**src/rtl/alu_arbiter_if.sv**
```systemverilog
// alu_arbiter_if -- bundle of every non-clock/reset signal of alu_arbiter.
//   Requester ports 0/1 : reqN_valid/a/b/op in, reqN_ready out
//   Response ports 0/1  : rspN_valid out, rspN_ready in, shared rsp_result/zero/err out
//   Shared ALU          : alu_a/alu_b/alu_ctrl out, alu_result/alu_zero in
//   Status              : done_cnt0/done_cnt1 (CNTW bits), busy
// modport slave is the arbiter side; modport master is the environment side.
interface alu_arbiter_if #(
    parameter int WIDTH = 32,
    parameter int CNTW  = 16
);
    logic             req0_valid;
    logic [WIDTH-1:0] req0_a;
    logic [WIDTH-1:0] req0_b;
    logic [2:0]       req0_op;
    logic             req0_ready;
    logic             req1_valid;
    logic [WIDTH-1:0] req1_a;
    logic [WIDTH-1:0] req1_b;
    logic [2:0]       req1_op;
    logic             req1_ready;
    logic             rsp0_valid;
    logic             rsp1_valid;
    logic             rsp0_ready;
    logic             rsp1_ready;
    logic [WIDTH-1:0] rsp_result;
    logic             rsp_zero;
    logic             rsp_err;
    logic [WIDTH-1:0] alu_a;
    logic [WIDTH-1:0] alu_b;
    logic [2:0]       alu_ctrl;
    logic [WIDTH-1:0] alu_result;
    logic             alu_zero;
    logic [CNTW-1:0]  done_cnt0;
    logic [CNTW-1:0]  done_cnt1;
    logic             busy;

    modport slave (
        input  req0_valid, req0_a, req0_b, req0_op,
        input  req1_valid, req1_a, req1_b, req1_op,
        input  rsp0_ready, rsp1_ready, alu_result, alu_zero,
        output req0_ready, req1_ready, rsp0_valid, rsp1_valid,
        output rsp_result, rsp_zero, rsp_err,
        output alu_a, alu_b, alu_ctrl,
        output done_cnt0, done_cnt1, busy
    );

    modport master (
        output req0_valid, req0_a, req0_b, req0_op,
        output req1_valid, req1_a, req1_b, req1_op,
        output rsp0_ready, rsp1_ready, alu_result, alu_zero,
        input  req0_ready, req1_ready, rsp0_valid, rsp1_valid,
        input  rsp_result, rsp_zero, rsp_err,
        input  alu_a, alu_b, alu_ctrl,
        input  done_cnt0, done_cnt1, busy
    );
endinterface

```
**src/rtl/alu_arbiter.sv**
```systemverilog
// alu_arbiter -- two-requester round-robin front end for one shared
// combinational ALU. One transaction in flight: IDLE (accept) -> EXEC
// (capture ALU output) -> RESP (hold response until consumed).
//   clk   : clock
//   reset : asynchronous, active-high
//   bus   : alu_arbiter_if.slave (request, response, ALU and status signals)
module alu_arbiter #(
    parameter int WIDTH = 32,
    parameter int CNTW  = 16
) (
    input  logic         clk,
    input  logic         reset,
    alu_arbiter_if.slave bus
);
    typedef enum logic [1:0] {IDLE, EXEC, RESP} state_t;

    state_t           state, state_nxt;
    logic             last_grant;
    logic             grant;
    logic             owner;
    logic [WIDTH-1:0] a_q, b_q;
    logic [2:0]       op_q;
    logic [WIDTH-1:0] result_q;
    logic             zero_q, err_q;
    logic [CNTW-1:0]  cnt0, cnt1;
    logic             accept, rsp_take;

    // Single valid wins outright; tie or no request points at the other port
    // so readiness keeps alternating.
    always_comb begin
        grant = ~last_grant;
        if (bus.req0_valid && !bus.req1_valid)
            grant = 1'b0;
        else if (bus.req1_valid && !bus.req0_valid)
            grant = 1'b1;
    end

    assign accept   = (state == IDLE) && (grant ? bus.req1_valid : bus.req0_valid);
    assign rsp_take = (state == RESP) && (owner ? bus.rsp1_ready : bus.rsp0_ready);

    always_ff @(posedge clk or posedge reset) begin
        if (reset)
            state <= IDLE;
        else
            state <= state_nxt;
    end

    always_comb begin
        state_nxt = state;
        case (state)
            IDLE:    if (accept) state_nxt = EXEC;
            EXEC:    state_nxt = RESP;
            RESP:    if (rsp_take) state_nxt = IDLE;
            default: state_nxt = IDLE;
        endcase
    end

    always_ff @(posedge clk or posedge reset) begin
        if (reset) begin
            last_grant <= 1'b1;
            owner      <= 1'b0;
            a_q        <= '0;
            b_q        <= '0;
            op_q       <= '0;
            result_q   <= '0;
            zero_q     <= 1'b0;
            err_q      <= 1'b0;
            cnt0       <= '0;
            cnt1       <= '0;
        end else begin
            if (accept) begin
                owner      <= grant;
                last_grant <= grant;
                a_q        <= grant ? bus.req1_a  : bus.req0_a;
                b_q        <= grant ? bus.req1_b  : bus.req0_b;
                op_q       <= grant ? bus.req1_op : bus.req0_op;
            end
            if (state == EXEC) begin
                result_q <= bus.alu_result;
                zero_q   <= bus.alu_zero;
                err_q    <= (op_q == 3'b100) || (op_q == 3'b110) || (op_q == 3'b111);
            end
            if (rsp_take) begin
                if (!owner && cnt0 != '1) cnt0 <= cnt0 + CNTW'(1);
                if (owner  && cnt1 != '1) cnt1 <= cnt1 + CNTW'(1);
            end
        end
    end

    // Reset forces state to IDLE, but readiness must also be low while reset
    // is held, so it is gated explicitly.
    assign bus.req0_ready = !reset && (state == IDLE) && !grant;
    assign bus.req1_ready = !reset && (state == IDLE) &&  grant;
    assign bus.rsp0_valid = (state == RESP) && !owner;
    assign bus.rsp1_valid = (state == RESP) &&  owner;
    assign bus.rsp_result = result_q;
    assign bus.rsp_zero   = zero_q;
    assign bus.rsp_err    = err_q;
    assign bus.alu_a      = a_q;
    assign bus.alu_b      = b_q;
    assign bus.alu_ctrl   = op_q;
    assign bus.done_cnt0  = cnt0;
    assign bus.done_cnt1  = cnt1;
    assign bus.busy       = (state != IDLE);
endmodule

```
**src/flat_wrapper.sv**
```systemverilog
// flat-port wrapper written by rule: the top's interface ports become plain ports
module alu_arbiter_flat 
#(
    parameter int WIDTH = 32,
    parameter int CNTW  = 16
)
  (clk, reset, bus_req0_valid, bus_req0_a, bus_req0_b, bus_req0_op, bus_req1_valid, bus_req1_a, bus_req1_b, bus_req1_op, bus_rsp0_ready, bus_rsp1_ready, bus_alu_result, bus_alu_zero, bus_req0_ready, bus_req1_ready, bus_rsp0_valid, bus_rsp1_valid, bus_rsp_result, bus_rsp_zero, bus_rsp_err, bus_alu_a, bus_alu_b, bus_alu_ctrl, bus_done_cnt0, bus_done_cnt1, bus_busy);
  alu_arbiter_if #(.WIDTH(WIDTH), .CNTW(CNTW)) bus_i ();
  input  logic clk;
  input  logic reset;
  input wire logic [$bits(bus_i.req0_valid)-1:0] bus_req0_valid;
  input wire logic [$bits(bus_i.req0_a)-1:0] bus_req0_a;
  input wire logic [$bits(bus_i.req0_b)-1:0] bus_req0_b;
  input wire logic [$bits(bus_i.req0_op)-1:0] bus_req0_op;
  input wire logic [$bits(bus_i.req1_valid)-1:0] bus_req1_valid;
  input wire logic [$bits(bus_i.req1_a)-1:0] bus_req1_a;
  input wire logic [$bits(bus_i.req1_b)-1:0] bus_req1_b;
  input wire logic [$bits(bus_i.req1_op)-1:0] bus_req1_op;
  input wire logic [$bits(bus_i.rsp0_ready)-1:0] bus_rsp0_ready;
  input wire logic [$bits(bus_i.rsp1_ready)-1:0] bus_rsp1_ready;
  input wire logic [$bits(bus_i.alu_result)-1:0] bus_alu_result;
  input wire logic [$bits(bus_i.alu_zero)-1:0] bus_alu_zero;
  output wire logic [$bits(bus_i.req0_ready)-1:0] bus_req0_ready;
  output wire logic [$bits(bus_i.req1_ready)-1:0] bus_req1_ready;
  output wire logic [$bits(bus_i.rsp0_valid)-1:0] bus_rsp0_valid;
  output wire logic [$bits(bus_i.rsp1_valid)-1:0] bus_rsp1_valid;
  output wire logic [$bits(bus_i.rsp_result)-1:0] bus_rsp_result;
  output wire logic [$bits(bus_i.rsp_zero)-1:0] bus_rsp_zero;
  output wire logic [$bits(bus_i.rsp_err)-1:0] bus_rsp_err;
  output wire logic [$bits(bus_i.alu_a)-1:0] bus_alu_a;
  output wire logic [$bits(bus_i.alu_b)-1:0] bus_alu_b;
  output wire logic [$bits(bus_i.alu_ctrl)-1:0] bus_alu_ctrl;
  output wire logic [$bits(bus_i.done_cnt0)-1:0] bus_done_cnt0;
  output wire logic [$bits(bus_i.done_cnt1)-1:0] bus_done_cnt1;
  output wire logic [$bits(bus_i.busy)-1:0] bus_busy;
  assign bus_i.req0_valid = bus_req0_valid;
  assign bus_i.req0_a = bus_req0_a;
  assign bus_i.req0_b = bus_req0_b;
  assign bus_i.req0_op = bus_req0_op;
  assign bus_i.req1_valid = bus_req1_valid;
  assign bus_i.req1_a = bus_req1_a;
  assign bus_i.req1_b = bus_req1_b;
  assign bus_i.req1_op = bus_req1_op;
  assign bus_i.rsp0_ready = bus_rsp0_ready;
  assign bus_i.rsp1_ready = bus_rsp1_ready;
  assign bus_i.alu_result = bus_alu_result;
  assign bus_i.alu_zero = bus_alu_zero;
  assign bus_req0_ready = bus_i.req0_ready;
  assign bus_req1_ready = bus_i.req1_ready;
  assign bus_rsp0_valid = bus_i.rsp0_valid;
  assign bus_rsp1_valid = bus_i.rsp1_valid;
  assign bus_rsp_result = bus_i.rsp_result;
  assign bus_rsp_zero = bus_i.rsp_zero;
  assign bus_rsp_err = bus_i.rsp_err;
  assign bus_alu_a = bus_i.alu_a;
  assign bus_alu_b = bus_i.alu_b;
  assign bus_alu_ctrl = bus_i.alu_ctrl;
  assign bus_done_cnt0 = bus_i.done_cnt0;
  assign bus_done_cnt1 = bus_i.done_cnt1;
  assign bus_busy = bus_i.busy;
  alu_arbiter #(.WIDTH(WIDTH), .CNTW(CNTW)) u_core (.clk(clk), .reset(reset), .bus(bus_i));
endmodule
```
**config.mk**
```make
export PLATFORM = sky130hd
export DESIGN_NAME = alu_arbiter_flat
export DESIGN_NICKNAME = d
export VERILOG_FILES = /design/src/rtl/alu_arbiter_if.sv /design/src/rtl/alu_arbiter.sv /design/src/flat_wrapper.sv
export SDC_FILE = /design/constraint.sdc
export NUM_CORES = 1
export LEC_CHECK = 0
export BUFFER_PORTS_ARGS = -buffer_cell sky130_fd_sc_hd__buf_2
export CAP_MARGIN = 0
export CORE_ASPECT_RATIO = 0.8
export CORE_MARGIN = 1
export CORE_UTILIZATION = 35
export CTS_CLUSTER_DIAMETER = 50
export DETAILED_ROUTE_END_ITERATION = 6
export PLACE_DENSITY_LB_ADDON = 0.12
export SYNTH_ARGS = -nofsm -noshare
export SYNTH_HDL_FRONTEND = slang
export SYNTH_SLANG_ARGS = --single-unit
export TNS_END_PERCENT = 5
```
**constraint.sdc**
```tcl
create_clock -name clk -period 5.9 [get_ports clk]
set_clock_uncertainty 0.05 [all_clocks]
set_input_delay 0.59 -clock clk [delete_from_list [all_inputs] [get_ports clk]]
set_output_delay 0.59 -clock clk [all_outputs]
set_load 0.01 [all_outputs]
```
==> results.toml <==
[synth]
synth_xor_xnor_area_share_pct = 4.17
ys.flop_type = "dfrtp_1"
seq_area_frac_synth_pct = 56.3
yosysUniqueCellTypes = 37
ys_async_sr_fraction_pct = 100
synth-edff-count = 0
synth_top_family_by_area = "multiplexers"
synth_area_sq_mm = 0.00609
synthAdderAreaFrac_pct = 0.411
synthTopCellsByArea = "dfrtp_1 (56%), mux2i_1 (11%), mux2_2 (6.5%)"
yosys_warnings = 0
synthSimpleGateAreaFrac_pct = 11.6
ys_seq_elements = 137
syn_avg_cell_area_sq_um = 11.3
muxShareOfSynthArea_pct = 17.5
syn_inst = 541
synth_top_area_share_pct = 55.9
synth_compound_area_share_pct = 7.56
synth_largest_area_cell = "dfrtp_1"
synth_nets = 716

[setup_path]
path_class = "flop to flop"
startpoint_type = "flop"
r2r_end = "u_core.bus.alu_b[17]"
r2r_setup_slack_ns = 3.35
r2r-start = "u_core.state[1]"
end_kind = "flop"
worst_ep_required_time_ns = 6.10
worst-path-max-fanout = 122
cp.arrival_ns = 2.75
reg2reg_depth = 4

[die]
initial_core_util_pct = 36.3
core_area_sq_mm = 0.0168
io_pins = 311
die_area_sq_mm = 0.0179
die-width_um = 149
rows = 42
die_height_um = 120

[clock_tree]
ctsLongestPathBuffers = 2
holdBufCountCts = 0
cts_sinks = 137
cts_buffers = 17
insertion_delay_ns = 0.42
ctsResizeCount = 0
cts-root-buf = "clkbuf_16"
clk_pin_slew_worst_paths_ns = 0.07
htreeDepth = 4
cts_tree = "built"
cts_setup_buffers = 0

[pwr]
p_leak_nw = 4.33
p_per_area_mw_per_mm2 = 499
peakVddDrop_mv = 0.232

[cells_and_area]
final_cells = 1077
layout-drive-gt1-share_pct = 45.5
areaGrowthSynthToFinish_pct = 38.3
nNetsFinal = 1017
final_cell_mix = "buf_2 (310), dfrtp_1 (136), nor2_1 (77), a21oi_1 (76), mux2i_1 (67)"
layout_commonest_cell = "buf_2"

[detailed_routing]
drt_drc_violations_left = 0
vias_per_cell = 4.80
drt_pre_antenna_iters = 7
antenna_left = 0
routed_wl_mm = 16.8
wire_per_inst_um = 15.6
dr_total_vias = 5167
drt-initial-drc-count = 159

[timing]
hold_violations = 0
maxSlewViolCount = 0
finalSetupTns_ns = 0
finalSetupViolCount = 0
finalCritPeriodShare_pct = 43.2
rsz0062_at_grt = "no"
fin_crit_ns = 2.55
fmax_ghz = 0.392
tightest_slew_ns = 1.15
relSlewSlack_pct = 23.6

[global_routing]
first_global_vias = 5168
globalRoute.totalOverflow = 0
grt_pass1_wl_mm = 26.0
grt_max_degree = 123
antenna_found_initial = 2
grtUsageTotal_pct = 19.0

[place]
hpwl_mm = 12.3
dp_cells = 1043
globalplace.congestion = 0.830
io_buffers = 310

[hold_path]
hold_class = "primary input to async pin"

[job]
max-cap-violations = 0

[status]
outcome = "finished clean"
==> Yosys cell counts, drive strengths merged (2+ instances only) <==
library cell  count
nor3              9
xor2             23
a21oi            76
dfrtp           136
xnor2             6
mux2i            67
and4              3
nand3            10
o211ai            2
nor2             78
nand2            16
and3              3
a211oi            3
buf               8
or2               3
nor4b             4
nor3b             2
nor4              5
ha                2
o21ai             3
clkbuf           24
mux2             35
nand4             9
inv               4
nand2b            2
==> area by class of cell <==
class / count / area, sq um
Timing Repair Buffer: 314 / 1580
Fill cell: 1559 / 8340
Clock buffer: 17 / 425
Antenna cell: 2 / 5.00
Sequential cell: 137 / 3430
Inverter: 4 / 20.0
Tap cell: 220 / 275
Multi-Input combinational cell: 368 / 2530
Clock inverter: 15 / 156
==> state kept, by name, summed over array words and instances (netlist names) <==
name                   cells
u_core.bus.alu_a          32
u_core.bus.alu_b          32
u_core.bus.alu_ctrl        3
u_core.bus.done_cnt0      16
u_core.bus.done_cnt1      16
u_core.bus.rsp_err         1
u_core.bus.rsp_result     32
u_core.bus.rsp_zero        1
u_core.last_grant          1
u_core.owner               1
u_core.state               2
==> logic make-up after synthesis <==
family	Yosys count
adders and majority gates	2
DFF	137
AOI/OAI and AO/OA	87
muxes	102
and+or+nand+nor	148
buffers and inverters	36
xor gates and xnor gates	29
==> routing by layer <==
layer / global-route usage, % / vias up / part of all wire [%]
met2: 32.1 / 197 / 50
met3: 7.49 / 29 / 8.2
met5: 0 / - / 0.065
met4: 7.78 / 2 / 2.2
li1: - / 2514 / -
met1: 21.2 / 2425 / 40
==> report_power, final <==
| part | internal (mW) | leakage [nW] | switching, mW | total [mW] |
|---|---|---|---|---|
| clock network | 0.597 | 0.271 | 0.454 | 1.05 |
| registers | 1.33 | 1.61 | 0.231 | 1.56 |
| logic | 0.709 | 2.44 | 0.878 | 1.59 |
| total | 2.64 | 4.33 | 1.56 | 4.20 |
==> how the worst max path moves through the flow <==
stage	start	end	depth (start not counted)
after floorplan	reset	u_core.bus.alu_a[0]	1
after global placement	bus_req0_valid	u_core.bus.alu_ctrl[2]	6
after detailed placement	bus_req0_valid	u_core.bus.alu_b[7]	6
after CTS	u_core.state[1]	u_core.bus.alu_b[16]	5
after global routing	u_core.state[1]	u_core.bus.alu_b[17]	5
final	u_core.state[1]	u_core.bus.alu_b[17]	4
==> critical path, stage by stage, from the launching register on <==
cell	delay, ns
dfrtp_1	0.42
or2_2	0.38
nor2_4	0.36
buf_4	0.91
a21oi_1	0.17
==> through the flow <==
stage	hold WS, ns	total power [mW]	utilization, %	setup slack [ns]	cell area, sq um
2_1_floorplan	0.438	2.53	-	1.59	6090
3_3_place_gp	0.412	3.13	46.7	3.37	7830
3_5_place_dp	0.424	3.19	46.7	3.28	7830
4_1_cts	0.266	4.26	50.2	3.35	8420
5_1_grt	0.294	4.50	50.2	3.09	8420
6_report	0.244	4.20	50.2	3.35	8420
No activity file was read; power rests on OpenSTA's default activity.
